## config.mk

```make
export PLATFORM = sky130hd
export DESIGN_NAME = n_input_logic_gate_stream
export DESIGN_NICKNAME = d
export VERILOG_FILES = /design/src/rtl/n_input_logic_gate_stream.sv
export SDC_FILE = /design/constraint.sdc
export NUM_CORES = 1
export LEC_CHECK = 0
export CORE_MARGIN = 2
export CORE_UTILIZATION = 50
export DETAILED_ROUTE_END_ITERATION = 8
export PLACE_DENSITY = 0.85
export SETUP_SLACK_MARGIN = 0.15
export SYNTH_ARGS = -nofsm -noshare
export SYNTH_HDL_FRONTEND = slang
export SYNTH_SLANG_ARGS = --single-unit
export TNS_END_PERCENT = 1
```

## constraint.sdc

```tcl
create_clock -name clk -period 8.1 [get_ports clk]
set_clock_uncertainty 0.05 [all_clocks]
set_input_delay 1.62 -clock clk [delete_from_list [all_inputs] [get_ports clk]]
set_output_delay 1.62 -clock clk [all_outputs]
set_load 0.02 [all_outputs]
```

## src/rtl/n_input_logic_gate_stream.sv

```systemverilog
// ============================================================================
// Module     : n_input_logic_gate_stream
// Description: Registered N-input reduction gate (AND/OR/XOR and inverted
//              forms) that accumulates across multi-beat valid/ready packets.
//              Optional macro GATE_ONES_COUNT_EN adds the out_ones_o port.
// Revision   : 1.0 - initial release
// ============================================================================
`default_nettype none

module n_input_logic_gate_stream #(
  parameter int N      = 8,
  parameter int BEAT_W = 8
) (
  input  logic              clk,
  input  logic              rst_n,
  input  logic              in_valid_i,
  output logic              in_ready_o,
  input  logic [N-1:0]      in_data_i,
  input  logic [2:0]        in_op_i,
  input  logic              in_last_i,
  output logic              out_valid_o,
  input  logic              out_ready_i,
  output logic              out_data_o,
  output logic [BEAT_W-1:0] out_beats_o,
`ifdef GATE_ONES_COUNT_EN
  output logic [BEAT_W+$clog2(N+1)-1:0] out_ones_o,
`endif
  output logic              out_err_o
);

  localparam int CNT_W  = $clog2(N + 1);
  localparam int ONES_W = BEAT_W + CNT_W;
  localparam logic [1:0] BASE_AND = 2'd0;
  localparam logic [1:0] BASE_OR  = 2'd1;
  localparam logic [1:0] BASE_XOR = 2'd2;

  typedef enum logic [0:0] {S_IDLE = 1'b0, S_ACCUM = 1'b1} state_t;

  state_t              state_q;
  logic [2:0]          op_q;
  logic                acc_q;
  logic [BEAT_W-1:0]   beats_q;
  logic [ONES_W-1:0]   ones_q;
  logic                out_valid_q;
  logic                out_data_q;
  logic [BEAT_W-1:0]   out_beats_q;
  logic                out_err_q;
  logic [ONES_W-1:0]   out_ones_q;

  logic                w_accept;
  logic [2:0]          w_op;
  logic [1:0]          w_base;
  logic                w_inv;
  logic                w_err;
  logic                w_red;
  logic                acc_d;
  logic [BEAT_W-1:0]   beats_d;
  logic [CNT_W-1:0]    w_pop;
  logic [ONES_W:0]     w_ones_sum;
  logic [ONES_W-1:0]   ones_d;

  assign in_ready_o = ~out_valid_q | out_ready_i;
  assign w_accept   = in_valid_i & in_ready_o;

  always_comb begin
    // The op is only honoured on the first beat; later beats reuse the latched copy.
    w_op   = (state_q == S_IDLE) ? in_op_i : op_q;
    w_base = BASE_AND;
    w_inv  = 1'b0;
    w_err  = 1'b0;
    case (w_op)
      3'b000: w_base = BASE_AND;
      3'b001: w_base = BASE_OR;
      3'b010: w_base = BASE_XOR;
      3'b011: begin w_base = BASE_AND; w_inv = 1'b1; end
      3'b100: begin w_base = BASE_OR;  w_inv = 1'b1; end
      3'b101: begin w_base = BASE_XOR; w_inv = 1'b1; end
      default: begin w_base = BASE_AND; w_err = 1'b1; end
    endcase

    case (w_base)
      BASE_AND: w_red = &in_data_i;
      BASE_OR:  w_red = |in_data_i;
      default:  w_red = ^in_data_i;
    endcase

    if (state_q == S_IDLE) begin
      acc_d = w_red;
    end else begin
      case (w_base)
        BASE_AND: acc_d = acc_q & w_red;
        BASE_OR:  acc_d = acc_q | w_red;
        default:  acc_d = acc_q ^ w_red;
      endcase
    end

    if (state_q == S_IDLE)
      beats_d = BEAT_W'(1);
    else if (&beats_q)
      beats_d = beats_q;
    else
      beats_d = beats_q + BEAT_W'(1);

    w_pop = '0;
    for (int i = 0; i < N; i++)
      w_pop = w_pop + CNT_W'(in_data_i[i]);

    w_ones_sum = (state_q == S_IDLE) ? (ONES_W+1)'(w_pop)
                                     : {1'b0, ones_q} + (ONES_W+1)'(w_pop);
    ones_d = w_ones_sum[ONES_W] ? {ONES_W{1'b1}} : w_ones_sum[ONES_W-1:0];
  end

  always_ff @(posedge clk or negedge rst_n) begin
    if (!rst_n) begin
      state_q     <= S_IDLE;
      op_q        <= 3'b000;
      acc_q       <= 1'b0;
      beats_q     <= '0;
      ones_q      <= '0;
      out_valid_q <= 1'b0;
      out_data_q  <= 1'b0;
      out_beats_q <= '0;
      out_err_q   <= 1'b0;
      out_ones_q  <= '0;
    end else begin
      if (w_accept) begin
        if (in_last_i) begin
          state_q     <= S_IDLE;
          out_data_q  <= acc_d ^ w_inv;
          out_beats_q <= beats_d;
          out_err_q   <= w_err;
          out_ones_q  <= ones_d;
        end else begin
          state_q <= S_ACCUM;
          op_q    <= w_op;
          acc_q   <= acc_d;
          beats_q <= beats_d;
          ones_q  <= ones_d;
        end
      end

      if (w_accept && in_last_i)
        out_valid_q <= 1'b1;
      else if (out_ready_i)
        out_valid_q <= 1'b0;
    end
  end

  assign out_valid_o = out_valid_q;
  assign out_data_o  = out_data_q;
  assign out_beats_o = out_beats_q;
  assign out_err_o   = out_err_q;

`ifdef GATE_ONES_COUNT_EN
  assign out_ones_o = out_ones_q;
`else
  logic w_unused_ones;
  assign w_unused_ones = ^out_ones_q;
`endif

endmodule

`default_nettype wire

```

==> results of run 1 <==
==> per-layer routing <==
layer	vias to the layer above	track usage (%)
met1	666	24.2
met2	34	39.3
met4	0	6.35
li1	669	-
met5	-	0
met3	4	4.11
==> power groups by stage <==
stage                     clock network (W)  logic [W]  registers, W
after floorplan                           0   0.000122      0.000193
after global placement                    0   0.000189      0.000184
after detailed placement                  0   0.000197      0.000186
final                             0.0000887   0.000199      0.000184
after global routing              0.0000924   0.000220      0.000188
after CTS                         0.0000893   0.000199      0.000183
==> worst max-delay path: cells and delay by family <==
family                 cells  cell delay (ps)
buffers and inverters      2             1100
AND/OR/NAND/NOR            1              210
==> synthesized netlist by cell type, types with 3 or more instances <==
cell	number	area share (%)
nor2_1	8	1.9
xor2_1	3	1.7
mux2i_1	4	2.5
nor3_1	4	1.3
nand3_1	4	1.3
ha_1	11	8.7
clkbuf_1	4	0.95
o21ai_0	19	6.0
nand2_1	22	5.2
xnor2_1	3	1.7
dfrtp_1	24	38
inv_1	13	3.1
o31ai_1	5	2.4
a21oi_1	10	3.2
==> final timing paths <==
| kind | to | cells past startpoint | start |
|---|---|---|---|
| min in group asynchronous | out_valid_o$_DFFE_PN0P_ | 1 | rst_n |
| worst min-delay path | out_beats_o[5]$_DFFE_PN0P_ | 1 | out_beats_o[5]$_DFFE_PN0P_ |
| worst min register to register | out_beats_o[5]$_DFFE_PN0P_ | 1 | out_beats_o[5]$_DFFE_PN0P_ |
| max in group asynchronous | out_beats_o[5]$_DFFE_PN0P_ | 1 | rst_n |
| worst max-delay path | in_ready_o | 3 | out_ready_i |
| worst max register to register | out_data_o$_DFFE_PN0P_ | 11 | state_q$_DFFE_PN0P_ |
==> registers in the layout (all words and copies together), names as in the netlist <==
signal       flops
out_beats_o      8
state_q          1
out_data_o       1
acc_q            1
out_valid_o      1
beats_q          8
op_q             3
out_err_o        1
==> per-stage QoR <==
step,utilization (%),cells
3_3_place_gp,62.1,238
5_1_grt,63.8,242
3_5_place_dp,62.1,238
6_report,63.8,242
4_1_cts,63.8,242
2_1_floorplan,-,173
==> final cells by class <==
type | count | area (um2)
multi-input cells | 130 | 905
repair buffers | 27 | 270
clock inverters | 1 | 30.0
clock buffers | 3 | 22.5
well taps | 44 | 55.1
inverters | 13 | 48.8
flip-flops and latches | 24 | 601
fillers | 267 | 1100
==> logic make-up (layout without fill, tap and decap cells) <==
kind of cell	after synthesis	count (layout)
compound gates	51	51
flops	24	24
fa+ha+maj	11	11
simple gates	52	52
buf+inv	19	44
xor+xnor	6	6
mux	10	10
==> results.md, run 1 <==
* Internal at 0.000294 W
* Synth warnings at 0
* Crit-path most repeated cell: clkdlybuf4s50_1
* Final critical-path share of the clock period at between 50% and 60%
* Mux contribution to synthesized area at about 8.7%
* Final Hold Viols at 0
* Core area at about 3000 um2
* Most common cell after layout, fill and taps aside: clkdlybuf4s50_1
* Post-synthesis xor/xnor area fraction at 3.31%
* Share of cells above drive strength 1 at under 10%
* Peak Freq at between 0.2 and 0.25 GHz
* Root buffer cell: clkbuf_4
* Wirelength per Cell at about 15 um
* Most frequent cells in the layout: clkdlybuf4s50_1, dfrtp_1, nand2_1
* Clk pin slew, worst setup/hold paths at about 130 ps
* Worst-skew pair later-pin latency at between 300 and 400 ps
* Largest net degree at the start of global routing at 25
* Tmin final at between 4000 and 5000 ps
* DR WL met2 at roughly 1.9 mm
* Setup-failing EPs final at 0
* Worst path arrival time at ~2900 ps
* Clock buffer depth at 2
* EDFF count, synth at 0
* Final WL at between 3 and 4 mm
* Post-DR vias/cell at ~5.7
* Port buffer count at 27
* Maximum vdd ir drop at 0.175 mV
* Vias after detailed routing at 1373
* Ant. Diodes at 0
* # nets final at 226
* DPL Wire Length at roughly 2.6 mm
* RSZ-0062 raised after global routing: false
* Leakage at ~0.85 nW
* Slew margin rel. at between 20% and 30%
* Pins over their slew limit at 0
* Gr usage total at 21.1%
* Simple-gate area share of the yosys netlist at about 16%
* Detailed router's first-iteration violation count at 73
* Die area at around 3600 um2
* Most used DFF post-synth: dfrtp_1
* TritonCTS Buffers at 3
* Area share of fa/ha/maj cells after synthesis at approximately 8.7%
* Global-route wire length before repair at around 5.8 mm
* Reg2Reg Setup Slack at 4640 ps
* Design area at ~1900 um2
* Syn_nets at 200
* CTS resizes at 0
* Syn avg cell area at around 9 um2
* Slowest-stage cell, CP: clkdlybuf4s50_1
* Crit path required time at roughly 6400 ps
* Psw at roughly 0.00018 W
* Top Metal Used: met4
* Placed Area at between 1500 and 2000 um2
* Flops & latches, synth at 24
* Flop pwr share at about two fifths
* Switch share at roughly 38%
* DR WL met3 at around 150 um
* Initial Util at between 50% and 60%
* First drt pass iteration count at 5
* Hold Crit Class: reg2reg
* Async set-reset flop share out of synthesis at 100%
* Placement Setup Slack at between 3000 and 4000 ps
* Worst slew pin tran at roughly 1100 ps
* I/O Pins at 28
* Tot Pwr at roughly 0.00047 W
* Die H at between 60 and 70 um
* Post-Syn Area at roughly 1600 um2
* Total global routing overflow at 0
* GPL Wtd Cong at ~0.81
* Max_cap viols at 0
* H-tree Lvls at 1
* Sink Count at 24
* Post-route setup TNS at 0 ps
* Combinational fraction of design power at 42.2%
* Compound-Gate Fraction of Synth Area at 20.3%
* Worst Setup End Kind: output port
* Sequential area share after synthesis at between 30 and 40%
* PD cells at approximately 240 nW/um2
* Status: completed
* Crit path max fanout at 5
* Post-DRT Antenna Nets at 0
* Max stage delay on crit path at roughly 650 ps
* Class of the most critical setup path: in2out
* Post-synth cell types at 44
* Worst setup margin at roughly 3500 ps
* CP Cell Sequence: clkdlybuf4s50_1 > nand2b_1 > clkdlybuf4s50_1
* Initial antenna violation count at 0
* Met1 wire length at approximately 1.5 mm
* Hold Slack at 446 ps
* Vias in the first global route at around 1400
* Num rows at 20
* Setup Fix Bufs, Post-CTS at 0
* Largest family of logic cells by synthesized area: compound AO/OA/AOI/OAI gates
* Die X at approximately 60 um
* CTS tree: done
* Clock share of power at between 10% and 20%
* Area growth, synth to finish at 21.9%
* DRC Markers at 0
* Cell count after synthesis at roughly 170
* CTS Hold Bufs at 0
* Setup crit start kind: input pin
No activity file was read; power rests on OpenSTA's default activity.
==> run 2, diff against run 1 <==
==> constraint.sdc (replaced) <==
create_clock -name clk -period 4.7 [get_ports clk]
set_clock_uncertainty 0.05 [all_clocks]
set_input_delay 0.94 -clock clk [delete_from_list [all_inputs] [get_ports clk]]
set_output_delay 0.94 -clock clk [all_outputs]
set_load 0.02 [all_outputs]
==> results.md, run 2 (same netlist as run 1, synthesis figures left out) <==
* Post-DR vias/cell at approximately 5.7
* Final Hold Viols at 0
* Setup-failing EPs final at 0
* PD cells at about 420 nW/um2
* Port buffer count at 27
* Most common cell after layout, fill and taps aside: clkdlybuf4s50_1
* Peak Freq at approximately 0.27 GHz
* Clock buffer depth at 2
* Worst Setup End Kind: register
* Class of the most critical setup path: in2reg
* Post-route setup TNS at 0 ps
* Setup Fix Bufs, Post-CTS at 0
* RSZ-0062 raised after global routing: false
* Sink Count at 24
* R2r startpoint: state_q$_DFFE_PN0P_
* Detailed router's first-iteration violation count at 31
* Maximum vdd ir drop at between 0.3 and 0.4 mV
* Global-route wire length before repair at around 6 mm
* Flop pwr share at between 30% and 40%
* Reg2Reg Setup Slack at ~1400 ps
* CTS resizes at 0
* Worst-skew pair later-pin latency at ~330 ps
* Share of cells above drive strength 1 at under 10%
* Combined area of the multi-input logic cells at ~900 um2
* Tmin final at around 3600 ps
* Crit path required time at between 4000 and 5000 ps
* Final WL at ~3.4 mm
* Hold Slack at ~450 ps
* DPL Wire Length at between 2 and 2.5 mm
* Initial Util at around 52%
* Area growth, synth to finish at 21.9%
* Setup crit start kind: input pin
* Reg2reg path depth at 11
* Reg area at roughly 600 um2
* I/O Pins at 28
* GPL Wtd Cong at 0.827
* Largest net degree at the start of global routing at 25
* TritonCTS Buffers at 3
* H-tree Lvls at 1
* Max_cap viols at 0
* Pins over their slew limit at 0
* Post-DRT Antenna Nets at 0
* Vias in the first global route at about 1400
* Status: completed
* Die X at approximately 60 um
* Crit path max fanout at 3
* First drt pass iteration count at 4
* DRC Markers at 0
* Worst path arrival time at about 3800 ps
* Num rows at 20
* Internal at between 0.0005 and 0.0006 W
* Fill count at 268
* Combinational fraction of design power at 41.9%
* Leakage at around 0.85 nW
* Die area at about 3600 um2
* Clk pin slew, worst setup/hold paths at about 140 ps
* CP Capture Point: out_data_o$_DFFE_PN0P_
* CTS Hold Bufs at 0
* Initial antenna violation count at 0
* Psw at 0.000300 W
* # nets final at between 200 and 250
* Hold Crit Class: reg2reg
* Core area at about 3000 um2
* R2R Path End: out_data_o$_DFFE_PN0P_
* Worst setup path start: in_data_i[2]
* CTS tree: done
* Root buffer cell: clkbuf_4
* Switch share at between 30% and 40%
* Wirelength per Cell at between 10 and 15 um
* Most frequent cells in the layout: clkdlybuf4s50_1, dfrtp_1, nand2_1
* Ant. Diodes at 0
* Final critical-path share of the clock period at between 70% and 80%
* Worst slew pin tran at 1080 ps
* Total global routing overflow at 0
* Clock share of power at between 10% and 20%
* Gr usage total at about a fifth
* Vias after detailed routing at around 1400
* Slew margin rel. at approximately 28%
* Die H at slightly above 60 um
[run 2: cell counts in the layout (fill, tap and decap cells not counted)]
Identical to the previous run, type by type.
[run 2: worst max-delay path, stage by stage]
cell             delay [ps]
clkdlybuf4s50_1         490
inv_1                    50
ha_1                    290
xnor2_1                 280
xor2_1                  130
a21oi_1                 240
nor2_1                   70
o21ai_0                 230
ha_1                    210
a2bb2oi_1               150
o21ai_0                 100
a41o_1                  270
o21a_1                  180
o31ai_2                 200
[run 2: worst min path at each step]
stage | startpoint | to | cells past startpoint
after floorplan | op_q[2]$_DFFE_PN0P_ | op_q[2]$_DFFE_PN0P_ | 2
after global placement | out_beats_o[3]$_DFFE_PN0P_ | out_beats_o[3]$_DFFE_PN0P_ | 2
after detailed placement | out_beats_o[0]$_DFFE_PN0P_ | out_beats_o[0]$_DFFE_PN0P_ | 1
after CTS | out_beats_o[0]$_DFFE_PN0P_ | out_beats_o[0]$_DFFE_PN0P_ | 1
after global routing | out_beats_o[0]$_DFFE_PN0P_ | out_beats_o[0]$_DFFE_PN0P_ | 1
final | out_beats_o[2]$_DFFE_PN0P_ | out_beats_o[2]$_DFFE_PN0P_ | 2
[run 2: cell type report]
cell class,count,share of cell area [%]
multi-input combinational,130,46.8
sequential,24,31.1
timing repair buffer,27,14.0
tap,44,2.85
inverter,13,2.53
clock inverter,1,1.55
clock buffer,3,1.17
[run 2: layer usage]
metal | wire length (um) | track usage, % | up-vias
met1 | 1450 | 24.5 | 668
met3 | 137 | 4.11 | 6
met2 | 1710 | 39.6 | 32
li1 | - | - | 672
met4 | 53 | 6.98 | 0
met5 | 0 | 0 | -
[run 2: metrics by stage]
stage / setup slack (ps) / std cells / utilization (%) / instance area (um2) / total power (W)
4_1_cts: 1070 / 242 / 63.8 / 1930 / 0.000810
3_5_place_dp: 708 / 238 / 62.1 / 1880 / 0.000656
3_3_place_gp: 848 / 238 / 62.1 / 1880 / 0.000642
6_report: 1060 / 242 / 63.8 / 1930 / 0.000807
5_1_grt: 821 / 242 / 63.8 / 1930 / 0.000867
2_1_floorplan: 1430 / 173 / - / 1590 / 0.000542
[run 2: power by group through the flow]
| stage | Sequential, W | Combinational, W | Clock, W |
|---|---|---|---|
| after detailed placement | 0.000320 | 0.000336 | 0 |
| after floorplan | 0.000332 | 0.000209 | 0 |
| final | 0.000316 | 0.000338 | 0.000152 |
| after global placement | 0.000316 | 0.000326 | 0 |
| after CTS | 0.000316 | 0.000339 | 0.000155 |
| after global routing | 0.000325 | 0.000379 | 0.000164 |
==> run 3, diff against run 2 <==
==> constraint.sdc (replaced) <==
create_clock -name clk -period 3.8 [get_ports clk]
set_clock_uncertainty 0.05 [all_clocks]
set_input_delay 0.76 -clock clk [delete_from_list [all_inputs] [get_ports clk]]
set_output_delay 0.76 -clock clk [all_outputs]
set_load 0.02 [all_outputs]
==> results.md, run 3 (same netlist as run 1, synthesis figures left out) <==
* Status: completed
* Detailed router's first-iteration violation count at 39
* Final Hold Viols at 0
* R2r startpoint: state_q$_DFFE_PN0P_
* Post-route setup TNS at 0 ps
* Crit path max fanout at 3
* # nets final at approximately 230
* Total global routing overflow at 0
* Hold worst-path end: out_beats_o[5]$_DFFE_PN0P_
* Hold path cells at 1
* Psw at slightly below 0.0004 W
* Peak Freq at between 0.2 and 0.3 GHz
* Reg2Reg Setup Slack at 610 ps
* Final Non-Filler Cells at roughly 240
* Sink Count at 24
* CTS tree: done
* First drt pass iteration count at 4
* Port buffer count at 27
* Clk pin slew, worst setup/hold paths at 130 ps
* Worst Setup End Kind: register
* Most frequent cells in the layout: clkdlybuf4s50_1, dfrtp_1, nand2_1
* Die H at between 60 and 70 um
* DPL Wire Length at 2.63 mm
* TritonCTS Buffers at 3
* Max_cap viols at 0
* DRC Markers at 0
* Vias after detailed routing at between 1000 and 1500
* Vias in the first global route at 1379
* Worst path arrival time at 3690 ps
* Most common cell after layout, fill and taps aside: clkdlybuf4s50_1
* I/O Pins at 28
* Leakage at 0.859 nW
* Gr usage total at a little over a fifth
* Clock share of power at 14.4%
* Internal at approximately 0.0006 W
* Hold Crit Class: reg2reg
* Final Util at 64.1%
* Slew margin rel. at around 28%
* Reg2reg path depth at 11
* Placed Area at ~1900 um2
* Num rows at 20
* Hold Slack at ~440 ps
* Class of the most critical setup path: in2reg
* Die area at around 3600 um2
* Placed instance count at around 240
* Clock buffer depth at 2
* Largest net degree at the start of global routing at 25
* Core area at slightly above 3000 um2
* GPL Wtd Cong at about 0.8
* R2R Path End: out_data_o$_DFFE_PN0P_
* Post-DRT Antenna Nets at 0
* PD cells at 500 nW/um2
* H-tree Lvls at 1
* Combinational fraction of design power at 45.5%
* Crit path required time at 3990 ps
* CTS Hold Bufs at 0
* Maximum vdd ir drop at between 0.3 and 0.4 mV
* Share of cells above drive strength 1 at under 10%
* Setup crit start kind: input pin
* Worst-skew pair later-pin latency at roughly 320 ps
* Setup-failing EPs final at 0
* Initial antenna violation count at 0
* Final WL at between 3 and 4 mm
* RSZ-0062 raised after global routing: false
* Pins over their slew limit at 0
* Final critical-path share of the clock period at between 90% and 100%
* Die X at between 60 and 70 um
* Design area at 1940 um2
* Post-DR vias/cell at 5.77
* Tmin final at around 3500 ps
* Initial Util at ~52%
* Ant. Diodes at 0
* Worst slew pin tran at 1080 ps
* Worst hold start: out_beats_o[5]$_DFFE_PN0P_
* Wirelength per Cell at 15.0 um
* Area growth, synth to finish at 22.5%
* Switch share at roughly 40%
* Root buffer cell: clkbuf_4
* Global-route wire length before repair at approximately 6 mm
* Flop pwr share at between 40% and 50%
## run 3: final cells by class
type | instances | area, um2
inverter | 13 | 48.8
sequential | 24 | 601
fill | 252 | 1090
multi-input combinational | 130 | 923
clock buffer | 4 | 36.3
tap | 44 | 55.1
timing repair buffer | 28 | 278
## run 3: repair_timing
item / 4_1_cts / 5_1_grt
buffers inserted: 0 / 0
gates resized for setup: 0 / 4
endpoints found under the setup margin: 0 / 1
## run 3: routing by layer
metal	share of wire [%]	GRT usage, %
met1	41	25.4
met2	54	40.2
met3	4.7	4.76
met4	0.61	5.40
met5	0	0
## run 3: how the worst max path moves through the flow
stage	startpoint	slack [ps]	depth (start not counted)	endpoint
4_1_cts	in_data_i[4]	220	14	out_data_o$_DFFE_PN0P_
3_3_place_gp	in_data_i[4]	130	14	out_data_o$_DFFE_PN0P_
3_5_place_dp	in_data_i[4]	-120	14	out_data_o$_DFFE_PN0P_
5_1_grt	in_data_i[4]	190	14	out_data_o$_DFFE_PN0P_
2_1_floorplan	in_data_i[2]	710	13	out_data_o$_DFFE_PN0P_
6_report	in_data_i[4]	310	14	out_data_o$_DFFE_PN0P_
## run 3: power groups by stage
stage | combinational, W | sequential [W] | clock, W
global route | 0.000486 | 0.000400 | 0.000152
finish | 0.000442 | 0.000390 | 0.000140
floorplan | 0.000259 | 0.000411 | 0
global placement | 0.000408 | 0.000388 | 0
CTS | 0.000430 | 0.000388 | 0.000141
detailed placement | 0.000428 | 0.000393 | 0
## run 3: critical path, stage by stage
cell and delay [ps]:
clkdlybuf4s50_1 490, inv_1 60, ha_1 330, xor2_2 200, xor2_1 200, a21oi_2 190
nor2_1 70, o21ai_1 210, ha_1 210, a2bb2oi_1 180, o21ai_0 110, a41o_1 280
o21a_1 180, o31ai_2 200
## run 3: stage by stage
step | power (W) | setup slack [ps]
after floorplan | 0.000670 | 709
after global placement | 0.000795 | 131
after detailed placement | 0.000822 | -120
after CTS | 0.000959 | 217
after global routing | 0.00104 | 189
final | 0.000972 | 306
